--- src/rtl/fir_sched_pkg.sv ---
// Shared types and helpers for the FIR MAC scheduler: FSM state encoding,
// default MAC pipeline latency and packed-descriptor slice extraction.
package fir_sched_pkg;

  typedef enum logic [2:0] {
    IDLE,
    CLEAR,
    RUN,
    DRAIN,
    DONE
  } sched_state_t;

  localparam int DEFAULT_MAC_LAT = 3;

  // Packed request vectors are zero-extended to this width before slicing.
  localparam int SLICE_VEC_W = 256;

  function automatic logic [31:0] req_slice(input logic [SLICE_VEC_W-1:0] vec,
                                            input int idx,
                                            input int width);
    logic [SLICE_VEC_W-1:0] shifted;
    logic [31:0] mask;
    shifted = vec >> (idx * width);
    mask = (32'h1 << width) - 32'h1;
    return shifted[31:0] & mask;
  endfunction

endpackage

--- src/rtl/fir_mac_scheduler_rr_arbiter.sv ---
// Stateless round-robin priority search: the first requester at or above
// rr_ptr (wrapping upward) wins.
module rr_arbiter #(
  parameter int N_REQ = 2,
  parameter int IDX_W = $clog2(N_REQ)
) (
  input  logic [N_REQ-1:0] req,
  input  logic [IDX_W-1:0] rr_ptr,
  output logic [N_REQ-1:0] grant,
  output logic [IDX_W-1:0] grant_idx,
  output logic             any
);

  logic [IDX_W:0] cand;

  always_comb begin
    grant     = '0;
    grant_idx = '0;
    any       = 1'b0;
    cand      = '0;
    for (int k = 0; k < N_REQ; k++) begin
      cand = {1'b0, rr_ptr} + (IDX_W+1)'(k);
      if (cand >= (IDX_W+1)'(N_REQ)) begin
        cand = cand - (IDX_W+1)'(N_REQ);
      end
      if (!any && req[cand[IDX_W-1:0]]) begin
        any                      = 1'b1;
        grant_idx                = cand[IDX_W-1:0];
        grant[cand[IDX_W-1:0]]   = 1'b1;
      end
    end
  end

endmodule

--- src/rtl/fir_mac_scheduler.sv ---
// Time-multiplexes one FIR multiply-accumulate engine between N_REQ
// requesters: round-robin job acceptance, clear/enable/address sequencing, done strobe.
module fir_mac_scheduler
  import fir_sched_pkg::*;
#(
  parameter int N_REQ   = 2,
  parameter int ADDR_W  = 9,
  parameter int CNT_W   = 10,
  parameter int MAC_LAT = DEFAULT_MAC_LAT
) (
  input  logic                       clk,
  input  logic                       rst,
  input  logic [N_REQ-1:0]           req_valid,
  input  logic [N_REQ*ADDR_W-1:0]    req_base,
  input  logic [N_REQ*CNT_W-1:0]     req_taps,
  output logic [N_REQ-1:0]           req_ready,
  output logic                       mac_clear,
  output logic                       mac_en,
  output logic [ADDR_W-1:0]          mac_tap_idx,
  output logic [ADDR_W-1:0]          mac_coeff_addr,
  output logic                       done_valid,
  output logic [$clog2(N_REQ)-1:0]   done_id,
  output logic                       busy
);

  localparam int IDX_W = $clog2(N_REQ);
  localparam int LAT_W = $clog2(MAC_LAT + 1);

  sched_state_t      state;
  logic [IDX_W-1:0]  rr_ptr;
  logic [IDX_W-1:0]  cur_id;
  logic [ADDR_W-1:0] cur_base;
  logic [CNT_W-1:0]  cur_taps;
  logic [CNT_W-1:0]  tap_cnt;
  logic [LAT_W-1:0]  drain_cnt;

  logic [N_REQ-1:0]  win_grant;
  logic [IDX_W-1:0]  win_idx;
  logic              win_any;
  logic [ADDR_W-1:0] sel_base;
  logic [CNT_W-1:0]  sel_taps;

  rr_arbiter #(
    .N_REQ (N_REQ),
    .IDX_W (IDX_W)
  ) u_arb (
    .req       (req_valid),
    .rr_ptr    (rr_ptr),
    .grant     (win_grant),
    .grant_idx (win_idx),
    .any       (win_any)
  );

  always_comb begin
    sel_base = ADDR_W'(req_slice(SLICE_VEC_W'(req_base), int'(win_idx), ADDR_W));
    sel_taps = CNT_W'(req_slice(SLICE_VEC_W'(req_taps), int'(win_idx), CNT_W));
  end

  // Outputs are registered from the state held in the previous cycle, so each
  // MAC control pulse appears one cycle after its state is entered.
  always_ff @(posedge clk or negedge rst) begin
    if (!rst) begin
      state          <= IDLE;
      rr_ptr         <= '0;
      cur_id         <= '0;
      cur_base       <= '0;
      cur_taps       <= '0;
      tap_cnt        <= '0;
      drain_cnt      <= '0;
      req_ready      <= '0;
      mac_clear      <= 1'b0;
      mac_en         <= 1'b0;
      mac_tap_idx    <= '0;
      mac_coeff_addr <= '0;
      done_valid     <= 1'b0;
      done_id        <= '0;
      busy           <= 1'b0;
    end else begin
      req_ready      <= '0;
      mac_clear      <= 1'b0;
      mac_en         <= 1'b0;
      mac_tap_idx    <= '0;
      mac_coeff_addr <= '0;
      done_valid     <= 1'b0;
      done_id        <= '0;
      busy           <= (state != IDLE);
      unique case (state)
        IDLE: begin
          if (win_any) begin
            req_ready <= win_grant;
            cur_id    <= win_idx;
            cur_base  <= sel_base;
            cur_taps  <= sel_taps;
            state     <= CLEAR;
          end
        end
        CLEAR: begin
          mac_clear <= 1'b1;
          tap_cnt   <= '0;
          drain_cnt <= '0;
          state     <= (cur_taps != '0) ? RUN : DRAIN;
        end
        RUN: begin
          mac_en         <= 1'b1;
          mac_tap_idx    <= ADDR_W'(tap_cnt);
          mac_coeff_addr <= cur_base + ADDR_W'(tap_cnt);
          if (tap_cnt == cur_taps - CNT_W'(1)) begin
            state <= DRAIN;
          end else begin
            tap_cnt <= tap_cnt + CNT_W'(1);
          end
        end
        DRAIN: begin
          if (drain_cnt == LAT_W'(MAC_LAT - 1)) begin
            state <= DONE;
          end else begin
            drain_cnt <= drain_cnt + LAT_W'(1);
          end
        end
        DONE: begin
          done_valid <= 1'b1;
          done_id    <= cur_id;
          rr_ptr     <= (cur_id == IDX_W'(N_REQ - 1)) ? '0 : cur_id + IDX_W'(1);
          state      <= IDLE;
        end
        default: state <= IDLE;
      endcase
    end
  end

endmodule

--- config.mk ---
export PLATFORM = sky130hd
export DESIGN_NAME = fir_mac_scheduler
export DESIGN_NICKNAME = d
export VERILOG_FILES = /design/src/rtl/fir_sched_pkg.sv /design/src/rtl/fir_mac_scheduler_rr_arbiter.sv /design/src/rtl/fir_mac_scheduler.sv
export SDC_FILE = /design/constraint.sdc
export NUM_CORES = 1
export LEC_CHECK = 0
export ABC_AREA = 1
export CORE_ASPECT_RATIO = 1.4
export CORE_MARGIN = 5
export CORE_UTILIZATION = 47
export CTS_CLUSTER_SIZE = 12
export DETAILED_ROUTE_END_ITERATION = 7
export PLACE_DENSITY = 0.85
export SLEW_MARGIN = 40
export SYNTH_ARGS = -nofsm -noshare
export SYNTH_HDL_FRONTEND = slang
export SYNTH_HIERARCHICAL = 1
export SYNTH_SLANG_ARGS = --single-unit
--- constraint.sdc ---
create_clock -name clk -period 3.2 [get_ports clk]
set_input_delay 0.8 -clock clk [delete_from_list [all_inputs] [get_ports clk]]
set_output_delay 0.8 -clock clk [all_outputs]
set_load 0.02 [all_outputs]
==> results.toml, run 1 <==
[critical_path]
cp-end-kind = "register"
critPathKind = "reg2reg"
arrival_ps = 2480
cp.required_ps = 3430
path_max_fanout = 14
cp-start-kind = "register"

[clocking]
cts.sinks = 61
cts-hold-fix-buffers = 0
postCtsResizedCells = 0
cts_root_buf = "clkbuf_8"
cts_made_buffers = 9
cts_buffer_depth = 2
clk_pin_slew_worst_paths_ps = 60
cts_tree = "built"
ctsHtreeMaxLevel = 3
postCtsSetupRepairBufs = 0
clock_latency_ps = 350

[floorplanning]
dieWidth_um = 82.3
dieArea_sq_um = 9150
core_area_sq_um = 7220
die_h_um = 111
initial_core_util_pct = 47.6
num_rows = 37
ioPinCount = 67

[hold_path]
hold_path_class = "in2async"

[sta]
min_period_ps = 2250
rsz0062_at_grt = "false"
setup_viol = 0
max_freq_ghz = 0.445
worst_slew_pin_slew_ps = 711
setup_tns_ps = 0
finalClockSkew_ps = 10.8
final-max-slew-violation-count = 0
slew_headroom_pct = 52.3
fin_crit_sh_pct = 70.2
final_hold_viol_count = 0

[logic_synthesis]
synth_top_family_by_area = "simple AND/OR/NAND/NOR gates"
yosysTopAreaCell = "dfrtp_1"
netlist_instances = 443
yosys_warnings = 6
synthSimpleGateAreaFrac_pct = 31.4
synthAdderAreaFrac_pct = 4.59
async_flop_share_pct = 100
synth_area_sq_um = 3440
synth-compound-area-share_pct = 8.96
synth_edf_count = 0
yosys-top-cells-count = "105 x nand2_1, 86 x nor2_1, 61 x dfrtp_1, 41 x inv_1, 22 x nand3_1"
synth.top_cells.by_area = "dfrtp_1 44%, nand2_1 11%, nor2_1 9.4%, inv_1 4.5%, o31ai_1 4.1%"
synth_xor_area_share_pct = 2.80
post_synth_num_cell_types = 32
syn_avg_cell_area_sq_um = 7.76
netlist.area_leader.share_pct = 44.4
synth-seq-cells = 61
synth-main-ff-cell = "dfrtp_1"
yosysSeqAreaShare_pct = 44.4
synth_most_common_cell = "nand2_1"
synth_fp_nets = 497
synthMuxAreaShare_pct = 0

[global_routing]
grt_pass1_wl_um = 13300
grt_overflow = 0
grtUsageMet1_pct = 22.0
gr-usage-met3_pct = 4.39
grt_max_degree = 39
antenna_found_initial = 0
top_usage_layer = "met2"
grt_usage_pct = 18.9
grt_pass1_vias = 2949
grt_use_met2_pct = 32.0

[drt]
drt_iter0_drc = 283
ant_nets = 0
via_per_inst = 5.10
detail_route.wl_per_cell_um = 13.1
drc_errors = 0
wirelength_um = 8010
first_pass_iters = 7
vias = 3114

[power_and_ir_drop]
p_leak_nw = 2.08
vdd_drop_max_uv = 425
intPower_w = 0.00190
p_seq_share_pct = 36.6
power.switching_w = 0.00146
p_clk_share_pct = 17.2
power_frac_comb_pct = 46.2
p_per_area_nw_per_um2 = 779
p_sw_share_pct = 43.4

[placement]
dp_hpwl_um = 5920
port_buffers = 66
gp_congestion = 0.866

[finish]
area_growth_syn_to_layout_pct = 25.5
diodes = 0
final_core_util_pct = 59.7
layout.nets = 563
layout-drive-gt1-share_pct = 8.97

[outcome]
outcome = "finished clean"

[flow_run]
maxCapViolations = 0
==> layer usage <==
layer  wire length (um)  share of wire [%]
met2               4260                 53
met3                384                4.8
met5                  0                  0
met1               3100                 39
met4                266                3.3
==> final cells by class <==
class                   instances  area (sq um)
clock inverters                 2          10.0
well taps                      97           121
multi-input cells             317          1640
inverters                      52           195
repair buffers                 68           671
flip-flops and latches         61          1530
clock buffers                  13           149
fillers                       652          2910
==> critical path: stages, from the launching register on <==
cell     delay (ps)
dfrtp_1         440
inv_2           120
ha_1            270
nand2_4         100
nor2_4          150
nand3_1         140
nand3_1         110
nand2_1          60
inv_1            60
nand3_2         100
nand2_4         210
nand2_2         190
nand2_1         120
nand2_1          50
==> cells in the final DEF (no fill, tap or decap), types with 3 or more instances in the layout <==
cell               n
inv_2             10
nand2_1          105
o31ai_1           19
xnor2_1            3
xor2_1             8
clkbuf_8          10
nand3_2           10
nand3_1           22
ha_1              11
clkdlybuf4s50_1   65
clkbuf_1           3
nor2_1            86
inv_1             41
nor2_2             3
o21ai_0            7
a21oi_1           20
nor3_1             6
dfrtp_1           61
==> registers in the layout, indices dropped and copies added (netlist names), 2 cells and up <==
name / flops
cur_taps: 10
tap_cnt: 10
cur_base: 9
mac_coeff_addr: 9
mac_tap_idx: 9
state: 3
drain_cnt: 2
req_ready: 2
==> stage by stage <==
step | std cells | area, sq um | setup WS, ps | hold WS, ps | total power, W
2_1_floorplan | 443 | 3440 | 1410 | 458 | 0.00235
3_3_place_gp | 595 | 4160 | 768 | 477 | 0.00271
3_5_place_dp | 595 | 4160 | 692 | 476 | 0.00278
4_1_cts | 610 | 4310 | 984 | 451 | 0.00338
5_1_grt | 610 | 4310 | 723 | 495 | 0.00364
6_report | 610 | 4310 | 952 | 440 | 0.00336
==> power groups by stage <==
stage	sequential [W]	combinational, W	clock, W
detailed placement	0.00124	0.00155	0
CTS	0.00123	0.00156	0.000591
global route	0.00126	0.00177	0.000616
global placement	0.00123	0.00148	0
finish	0.00123	0.00155	0.000576
floorplan	0.00128	0.00107	0
==> logic make-up after synthesis <==
family	after synthesis
flip-flops	61
AND/OR/NAND/NOR	244
buffers and inverters	65
adder cells (fa/ha/maj)	12
AO/OA/AOI/OAI	50
XOR/XNOR	11
==> path summary, 6_finish.rpt <==
| check | from | to | slack [ps] | depth (start not counted) |
|---|---|---|---|---|
| min in group clk | cur_base[6]$_DFFE_PN0P_ | cur_base[6]$_DFFE_PN0P_ | 490 | 2 |
| max in group asynchronous | rst | mac_tap_idx[1]$_DFF_PN0_ | 1890 | 2 |
| setup reg to reg | cur_taps[0]$_DFFE_PN0P_ | tap_cnt[3]$_DFFE_PN0P_ | 950 | 13 |
| setup / recovery | cur_taps[0]$_DFFE_PN0P_ | tap_cnt[3]$_DFFE_PN0P_ | 950 | 13 |
| hold reg to reg | cur_base[6]$_DFFE_PN0P_ | cur_base[6]$_DFFE_PN0P_ | 490 | 2 |
| hold / removal | rst | req_ready[1]$_DFF_PN0_ | 440 | 1 |
Power figures use the tool's default switching activity.
==> run 2, diff against run 1 <==
==> constraint.sdc (replaced) <==
create_clock -name clk -period 2.2 [get_ports clk]
set_input_delay 0.55 -clock clk [delete_from_list [all_inputs] [get_ports clk]]
set_output_delay 0.55 -clock clk [all_outputs]
set_load 0.02 [all_outputs]
==> run 2 against run 1 <==
Compared with the run above: design area rose by 3.8%; via count rose by 1.3%; largest cell class unchanged; clock power is 88% higher; worst setup slack worse by 760 ps; sequential share of layout area is 1.3 points lower; largest power group unchanged; total power rose by 57%.
==> results.toml, run 2 (same netlist as run 1, synthesis figures left out) <==
[clocking]
cts_buffer_depth = 2
clock_latency_ps = 350
ctsHtreeMaxLevel = 3
cts_tree = "built"
cts.sinks = 61
cts_made_buffers = 9
cts-hold-fix-buffers = 0
clk_pin_slew_worst_paths_ps = 80
cts_root_buf = "clkbuf_8"

[drt]
met2_length_um = 4330
wirelength_um = 8070
ant_nets = 0
first_pass_iters = 5
wl_met1_um = 3090
drc_errors = 0
drt_iter0_drc = 265
via_per_inst = 5.07
detail_route.wl_per_cell_um = 13.0
dr.max_layer_used = "met4"
vias = 3153
route.met3.wl_um = 437

[sta]
finalClockSkew_ps = 12.7
fin_crit_sh_pct = 91.2
min_period_ps = 2010
slew_headroom_pct = 58.5
worst_slew_pin_slew_ps = 622
rsz0062_at_grt = "false"
max_freq_ghz = 0.499
setup_viol = 0
final-max-slew-violation-count = 0
setup_tns_ps = 0
final_hold_viol_count = 0

[critical_path]
slowest_delay_ps = 380
crit_path_cell_trace = "inv_2, ha_2, nand2_1, inv_1, nor2_1, nand2_1, nor2_1, nand3_1, nor2_1, nand3_2, nand2_4, buf_4, nand3_1, nand2_1"
critPathKind = "reg2reg"
crit_family = "simple AND/OR/NAND/NOR gates"
crit_slowest_cell = "dfrtp_1"
crit_buf_inv = 3
path_max_fanout = 7
cp-start-kind = "register"
cp.required_ps = 2490
cp-end-kind = "register"
arrival_ps = 2300

[outcome]
outcome = "finished clean"

[placement]
place_area_sq_um = 4230
dp_hpwl_um = 6070
port_buffers = 66
gp_congestion = 0.931

[floorplanning]
die_h_um = 111
initial_core_util_pct = 47.6
num_rows = 37
ioPinCount = 67
dieWidth_um = 82.3
core_area_sq_um = 7220
dieArea_sq_um = 9150

[power_and_ir_drop]
vdd_drop_max_uv = 884
p_per_area_nw_per_um2 = 1180
p_total_w = 0.00527
p_leak_nw = 2.16

[finish]
largestRegisters = "cur_taps (10), tap_cnt (10)"
diodes = 0
final_area_sq_um = 4480
final_common_cell = "nand2_1"
layout_common_cells = "105 x nand2_1, 86 x nor2_1, 65 x clkdlybuf4s50_1"
area_growth_syn_to_layout_pct = 30.3
fillCellCount = 621
layout-drive-gt1-share_pct = 11.8
layout.nets = 574

[global_routing]
grt_overflow = 0
grt_usage_pct = 19.1
grt_pass1_wl_um = 13500
grt_pass1_vias = 3065
grt_max_degree = 39
antenna_found_initial = 0

[hold_path]
hold_path_class = "in2async"

[flow_run]
maxCapViolations = 0
-- run 2: changes by cell type in the layout (fill, tap and decap cells not counted), sizes merged --
cell      previous run  this run
buf                  3        14
clkinv               3         1
clkinvlp             0         2
bufinv               0         1
clkbuf              13        12
inv                 51        52
-- run 2: final timing paths --
kind | cells past startpoint | startpoint | slack [ps] | end
max in group asynchronous | 2 | rst | 1420 | mac_tap_idx[1]$_DFF_PN0_
max | 14 | cur_taps[0]$_DFFE_PN0P_ | 190 | tap_cnt[0]$_DFFE_PN0P_
min | 1 | rst | 190 | cur_base[6]$_DFFE_PN0P_
min reg2reg | 2 | cur_base[7]$_DFFE_PN0P_ | 500 | cur_base[7]$_DFFE_PN0P_
min in group clk | 2 | cur_base[7]$_DFFE_PN0P_ | 500 | cur_base[7]$_DFFE_PN0P_
max reg2reg | 14 | cur_taps[0]$_DFFE_PN0P_ | 190 | tap_cnt[0]$_DFFE_PN0P_
-- run 2: repair_timing --
item / CTS / global route
endpoints found under the setup margin: 0 / 10
setup buffers: 0 / 3
gates resized for setup: 0 / 2
-- run 2: per-layer routing --
metal	track usage (%)	vias to the layer above
li1	-	1565
met1	21.9	1482
met2	32.5	86
met3	3.66	20
met4	9.98	0
met5	0	-
-- run 2: report_power, final --
group	switching, W	leakage (nW)	internal [W]
clock	0.000458	0.105	0.000619
sequential	0.000291	0.790	0.00148
combinational	0.00146	1.26	0.000967
-- run 2: layout make-up --
type	count	area (sq um)	area share, %
sequential	61	1530	34.1
timing repair buffer	79	766	17.1
inverter	52	195	4.36
multi-input combinational	317	1650	36.8
tap	97	121	2.71
clock buffer	12	165	3.69
clock inverter	4	53.8	1.20
-- run 2: through the flow --
stage | hold WS (ps) | cells | utilization, % | setup slack (ps)
after floorplan | 254 | 443 | - | 413
after global placement | 479 | 603 | 58.5 | 194
after detailed placement | 476 | 603 | 58.5 | 106
after CTS | 193 | 619 | 61.6 | 121
after global routing | 243 | 622 | 62.0 | 30.0
final | 185 | 622 | 62.0 | 195
==> run 3, diff against run 2 <==
--- a/config.mk
+++ b/config.mk
@@ -6,9 +6,11 @@
 export NUM_CORES = 1
 export LEC_CHECK = 0
 export ABC_AREA = 1
+export CAP_MARGIN = 20
 export CORE_ASPECT_RATIO = 1.4
 export CORE_MARGIN = 5
 export CORE_UTILIZATION = 47
+export CTS_CLUSTER_DIAMETER = 100
 export CTS_CLUSTER_SIZE = 12
 export DETAILED_ROUTE_END_ITERATION = 7
 export PLACE_DENSITY = 0.85
==> results of run 3 <==
The final DEF is identical to that of run 2; final timing and power are the same.
